[src/rtl/tlb_pkg.sv]
// rtl/tlb_pkg.sv - shared TLB sizes, field widths and page-field struct
package tlb_pkg;
  localparam int TLBNUM = 16;
  localparam int IDX_W  = $clog2(TLBNUM);
  localparam int VPN2_W = 19;
  localparam int ASID_W = 8;
  localparam int PFN_W  = 20;
  localparam int C_W    = 3;

  typedef struct packed {
    logic [PFN_W-1:0] pfn;
    logic [C_W-1:0]   c;
    logic             d;
    logic             v;
  } page_t;
endpackage

[src/rtl/tlb_match.sv]
// rtl/tlb_match.sv - single-entry tag compare; V deliberately plays no part
module tlb_match
  import tlb_pkg::*;
(
  input  logic [VPN2_W-1:0] entry_vpn2,
  input  logic [ASID_W-1:0] entry_asid,
  input  logic              entry_g,
  input  logic [VPN2_W-1:0] s_vpn2,
  input  logic [ASID_W-1:0] s_asid,
  output logic              hit
);
  assign hit = (entry_vpn2 == s_vpn2) && (entry_g || (entry_asid == s_asid));
endmodule

[src/rtl/tlb.sv]
// rtl/tlb.sv - 16-entry fully associative joint TLB, two lookup ports,
// one synchronous write port and one combinational read port
module tlb
  import tlb_pkg::*;
(
  input  logic              clk,
  input  logic              rst,
  input  logic [VPN2_W-1:0] s0_vpn2,
  input  logic              s0_odd_page,
  input  logic [ASID_W-1:0] s0_asid,
  output logic              s0_found,
  output logic [IDX_W-1:0]  s0_index,
  output logic [PFN_W-1:0]  s0_pfn,
  output logic [C_W-1:0]    s0_c,
  output logic              s0_d,
  output logic              s0_v,
  input  logic [VPN2_W-1:0] s1_vpn2,
  input  logic              s1_odd_page,
  input  logic [ASID_W-1:0] s1_asid,
  output logic              s1_found,
  output logic [IDX_W-1:0]  s1_index,
  output logic [PFN_W-1:0]  s1_pfn,
  output logic [C_W-1:0]    s1_c,
  output logic              s1_d,
  output logic              s1_v,
  input  logic              we,
  input  logic [IDX_W-1:0]  w_index,
  input  logic [VPN2_W-1:0] w_vpn2,
  input  logic [ASID_W-1:0] w_asid,
  input  logic              w_g,
  input  logic [PFN_W-1:0]  w_pfn0,
  input  logic [C_W-1:0]    w_c0,
  input  logic              w_d0,
  input  logic              w_v0,
  input  logic [PFN_W-1:0]  w_pfn1,
  input  logic [C_W-1:0]    w_c1,
  input  logic              w_d1,
  input  logic              w_v1,
  input  logic [IDX_W-1:0]  r_index,
  output logic [VPN2_W-1:0] r_vpn2,
  output logic [ASID_W-1:0] r_asid,
  output logic              r_g,
  output logic [PFN_W-1:0]  r_pfn0,
  output logic [C_W-1:0]    r_c0,
  output logic              r_d0,
  output logic              r_v0,
  output logic [PFN_W-1:0]  r_pfn1,
  output logic [C_W-1:0]    r_c1,
  output logic              r_d1,
  output logic              r_v1
);
  logic [VPN2_W-1:0] vpn2_q  [TLBNUM];
  logic [ASID_W-1:0] asid_q  [TLBNUM];
  logic              g_q     [TLBNUM];
  page_t             page0_q [TLBNUM];
  page_t             page1_q [TLBNUM];

  always_ff @(posedge clk) begin
    if (rst) begin
      for (int i = 0; i < TLBNUM; i++) begin
        vpn2_q[i]  <= '0;
        asid_q[i]  <= '0;
        g_q[i]     <= 1'b0;
        page0_q[i] <= '0;
        page1_q[i] <= '0;
      end
    end else if (we) begin
      vpn2_q[w_index]  <= w_vpn2;
      asid_q[w_index]  <= w_asid;
      g_q[w_index]     <= w_g;
      page0_q[w_index] <= '{pfn: w_pfn0, c: w_c0, d: w_d0, v: w_v0};
      page1_q[w_index] <= '{pfn: w_pfn1, c: w_c1, d: w_d1, v: w_v1};
    end
  end

  logic hit0 [TLBNUM];
  logic hit1 [TLBNUM];

  for (genvar i = 0; i < TLBNUM; i++) begin : g_match
    tlb_match u_match0 (
      .entry_vpn2(vpn2_q[i]), .entry_asid(asid_q[i]), .entry_g(g_q[i]),
      .s_vpn2(s0_vpn2), .s_asid(s0_asid), .hit(hit0[i])
    );
    tlb_match u_match1 (
      .entry_vpn2(vpn2_q[i]), .entry_asid(asid_q[i]), .entry_g(g_q[i]),
      .s_vpn2(s1_vpn2), .s_asid(s1_asid), .hit(hit1[i])
    );
  end

  page_t sel0, sel1;

  // Scan high to low so the lowest-numbered matching entry is the one left standing.
  always_comb begin
    s0_found = 1'b0;
    s0_index = '0;
    sel0     = '0;
    for (int i = TLBNUM - 1; i >= 0; i--) begin
      if (hit0[i]) begin
        s0_found = 1'b1;
        s0_index = i[IDX_W-1:0];
        sel0     = s0_odd_page ? page1_q[i] : page0_q[i];
      end
    end
  end

  always_comb begin
    s1_found = 1'b0;
    s1_index = '0;
    sel1     = '0;
    for (int i = TLBNUM - 1; i >= 0; i--) begin
      if (hit1[i]) begin
        s1_found = 1'b1;
        s1_index = i[IDX_W-1:0];
        sel1     = s1_odd_page ? page1_q[i] : page0_q[i];
      end
    end
  end

  assign s0_pfn = sel0.pfn;
  assign s0_c   = sel0.c;
  assign s0_d   = sel0.d;
  assign s0_v   = sel0.v;
  assign s1_pfn = sel1.pfn;
  assign s1_c   = sel1.c;
  assign s1_d   = sel1.d;
  assign s1_v   = sel1.v;

  assign r_vpn2 = vpn2_q[r_index];
  assign r_asid = asid_q[r_index];
  assign r_g    = g_q[r_index];
  assign r_pfn0 = page0_q[r_index].pfn;
  assign r_c0   = page0_q[r_index].c;
  assign r_d0   = page0_q[r_index].d;
  assign r_v0   = page0_q[r_index].v;
  assign r_pfn1 = page1_q[r_index].pfn;
  assign r_c1   = page1_q[r_index].c;
  assign r_d1   = page1_q[r_index].d;
  assign r_v1   = page1_q[r_index].v;
endmodule

[config.mk]
export PLATFORM = sky130hd
export DESIGN_NAME = tlb
export DESIGN_NICKNAME = d
export VERILOG_FILES = /design/src/rtl/tlb_pkg.sv /design/src/rtl/tlb_match.sv /design/src/rtl/tlb.sv
export SDC_FILE = /design/constraint.sdc
export NUM_CORES = 2
export LEC_CHECK = 0
export ABC_CLOCK_PERIOD_IN_PS = 4400
export BUFFER_PORTS_ARGS = -buffer_cell sky130_fd_sc_hd__buf_2
export CAP_MARGIN = 20
export CORE_MARGIN = 3
export CORE_UTILIZATION = 55
export DETAILED_ROUTE_END_ITERATION = 10
export PLACE_DENSITY = 0.72
export SKIP_LAST_GASP = 1
export SYNTH_ARGS = -nofsm -noshare
export SYNTH_HDL_FRONTEND = slang
export SYNTH_SLANG_ARGS = --single-unit
[constraint.sdc]
create_clock -name clk -period 4.4 [get_ports clk]
set_input_delay 0.66 -clock clk [delete_from_list [all_inputs] [get_ports clk]]
set_output_delay 0.66 -clock clk [all_outputs]
set_load 0.005 [all_outputs]
==> results_dict.tcl <==
set metrics [dict create \
    synthTopCellsByCount "1,249 x and2_1, 1,248 x edfxtp_1, 753 x xor2_1" \
    yosys.cell_count.top_type "and2_1" \
    cellLeakagePower_nw 37.2 \
    critPathMaxFanout 7 \
    start_util 0.557 \
    worst_slack_ps -563 \
    die_x_um 391 \
    end_kind "primary output" \
    wl_um 347000 \
    fp-row-count 140 \
    drt_iter0_drc 10700 \
    numClockSinks 1248 \
    start_kind "flip-flop" \
    p_switching_mw 8.78 \
    placed_area_mm2 0.0901 \
    place.gp.congestion 1.03 \
    hold_depth 2 \
    yosys_register_bits 1248 \
    clk_pin_slew_worst_paths_ps 60 \
    clkPwrFrac 0.397 \
    cts_buffer_depth 3 \
    netlist_area_mm2 0.0817 \
    route.detailed.drc 0 \
    syn_to_final_growth_pct 21.9 \
    placed_cells 8948 \
    hold_start "w_pfn1[8]" \
    status "complete, but fails checks" \
    grt.overflow.total 0 \
    seq_area_frac_synth 0.459 \
    layout_min_cycle_time_ps 4960 \
    drive_gt1_frac 0.308 \
    grt_max_degree 83 \
    maxCapViolations 0 \
    peakVddDrop_mv 0.387 \
    syn_nets 6817 \
    rsz0062_at_grt "yes" \
    dr.pass1.iters 7 \
    final_cells 9357 \
    wl_per_cell_um 37.1 \
    synth_cell_type_count 63 \
    swShare 0.273 \
    max_freq_ghz 0.202 \
    synth.area.top_cells "edfxtp_1 46%, mux4_2 11%, and2_1 9.6%" \
    synth_edf_count 1248 \
    grt_usage 0.443 \
    required_ps 3740 \
    seqPwrFrac 0.453 \
    power_frac_comb 0.150 \
    postSynthCellCount 6672 \
    final_hold_viol_count 0 \
    num_vias 66000 \
    cts_tree "done" \
    arrival_ps 4300 \
    hold_class "input port to flip-flop" \
    fin_crit_sh 1.13 \
    slew_headroom 0.178 \
    antenna_found_initial 32 \
    ant_nets 0 \
    critical_path_class "flip-flop to primary output" \
    htree_levels 4 \
    viasPerCell 7.05 \
    internal-power_mw 23.3 \
    synthFlopType "edfxtp_1" \
    fin_area_mm2 0.0995 \
    synth_warnings 0 \
    finalMaxSlewViolations 0 \
    cts_made_buffers 145 \
    grt_pass1_wl_um 477000 \
    grt_pass1_vias 64000 \
    synth_top_cell_by_area "edfxtp_1" \
    numPortBuffers 282 \
    hpwl_um 238000 \
    synth_top_cell_area_share 0.459 \
    violations "setup timing" \
    ctsHoldBuffers 0 \
    core_area_mm2 0.147 \
    finalSetupViolations 57 \
    holdPathEnd "page1_q[4][13]" \
    total_power_mw 32.1 \
    die-area_mm2 0.153 \
    worst_slew_pin_slew_ps 1230 \
    p_per_area_mw_per_mm2 323 \
    io-pin-count 283 \
    nFillCells 10400 \
    fin_nets 7449 \
    die_y_um 391 \
    async_flop_share 0 \
    avgSynthCellArea_um2 12.2 \
    cts_root_buffer "clkbuf_16" \
]
[layout make-up]
cell class	count	area, µm²	area share
antenna	21	52.6	0.000528
clock buffer	171	3790	0.0381
clock inverter	91	1120	0.0112
inverter	10	37.5	0.000377
multi-input combinational	4774	44100	0.443
sequential	1248	37500	0.377
tap	1917	2400	0.0241
timing repair buffer	1125	10500	0.106
[critical path, stage by stage, from the launching register on]
cell and delay [ps]:
edfxtp_1 400, buf_6 150, xor2_4 180, nor4_4 310, buf_4 180, a21oi_4 100
or3_4 480, buf_12 200, buf_8 180, buf_4 150, nor2_1 140, o311ai_2 140
a31oi_4 230, a2111oi_1 70, o31ai_1 410, buf_2 190
[how the worst max path moves through the flow]
stage / to / start / depth (start not counted)
floorplan: s0_c[0] / s0_vpn2[1] / 11
global placement: s1_pfn[15] / s1_asid[0] / 17
detailed placement: s1_pfn[15] / s1_asid[0] / 17
CTS: s1_pfn[16] / vpn2_q[11][1] / 15
global route: s1_pfn[14] / vpn2_q[11][15] / 13
finish: s1_v / asid_q[14][6] / 15
[layer usage]
layer  GRT usage  vias up  share of wire
met5     0.00478        -        0.00056
met4       0.235       16          0.064
met3       0.151     1232           0.14
met2       0.648     5739           0.43
met1       0.583    32800           0.36
li1            -    26200              -
[placed cells by master (no fill, tap or decap), drive strengths merged, types with 23 or more instances in the layout]
cell type,instances
a2111oi,25
a211o,23
a211oi,172
a21o,24
a21oi,74
a221oi,47
a22oi,49
a311oi,48
a31oi,26
and2,1249
buf,1123
bufinv,23
clkbuf,173
clkinv,49
edfxtp,1248
mux2,130
mux2i,574
mux4,390
nand2,80
nand3,53
nand4,38
nor2,233
nor2b,103
nor3,31
nor4,218
o21ai,89
o22ai,49
o311ai,46
o31ai,29
or3,31
xnor2,111
xor2,753
[flip-flops by register name (all words and copies together) (netlist names)]
signal and flops:
page1_q 400, g_q 16, vpn2_q 304, asid_q 128, page0_q 400
[stage by stage]
stage | hold WS (ps) | TNS [ps] | worst slack, ps | utilization
4_1_cts | 304 | -18010 | -470 | 0.668
2_1_floorplan | 858 | 0 | 911 | -
3_3_place_gp | 1120 | -20320 | -707 | 0.614
6_report | 351 | -19790 | -563 | 0.679
5_1_grt | 360 | -25230 | -621 | 0.678
3_5_place_dp | 1130 | -21910 | -645 | 0.614
[logic make-up after synthesis]
kind of cell / after synthesis / synth area share
AO/OA/AOI/OAI: 741 / 0.0662
multiplexers: 1094 / 0.196
AND/OR/NAND/NOR: 2074 / 0.149
flip-flops: 1248 / 0.459
buffers and inverters: 651 / 0.0372
XOR/XNOR: 864 / 0.0927
[power by group through the flow]
stage | combinational, mW | sequential, mW | clock [mW]
final | 4.81 | 14.6 | 12.7
after floorplan | 2.69 | 14.5 | 0
after detailed placement | 4.49 | 14.8 | 0
after CTS | 4.62 | 14.5 | 12.8
after global routing | 4.93 | 14.6 | 13.2
after global placement | 4.47 | 14.7 | 0
[what timing repair did]
| item | CTS | global route |
|---|---|---|
| resized for setup | 415 | 206 |
| setup buffers | 104 | 40 |
| gates cloned | 8 | 2 |
| setup endpoints to repair | 60 | 60 |
| pin swaps | 201 | 131 |
No activity file was read; power rests on OpenSTA's default activity.
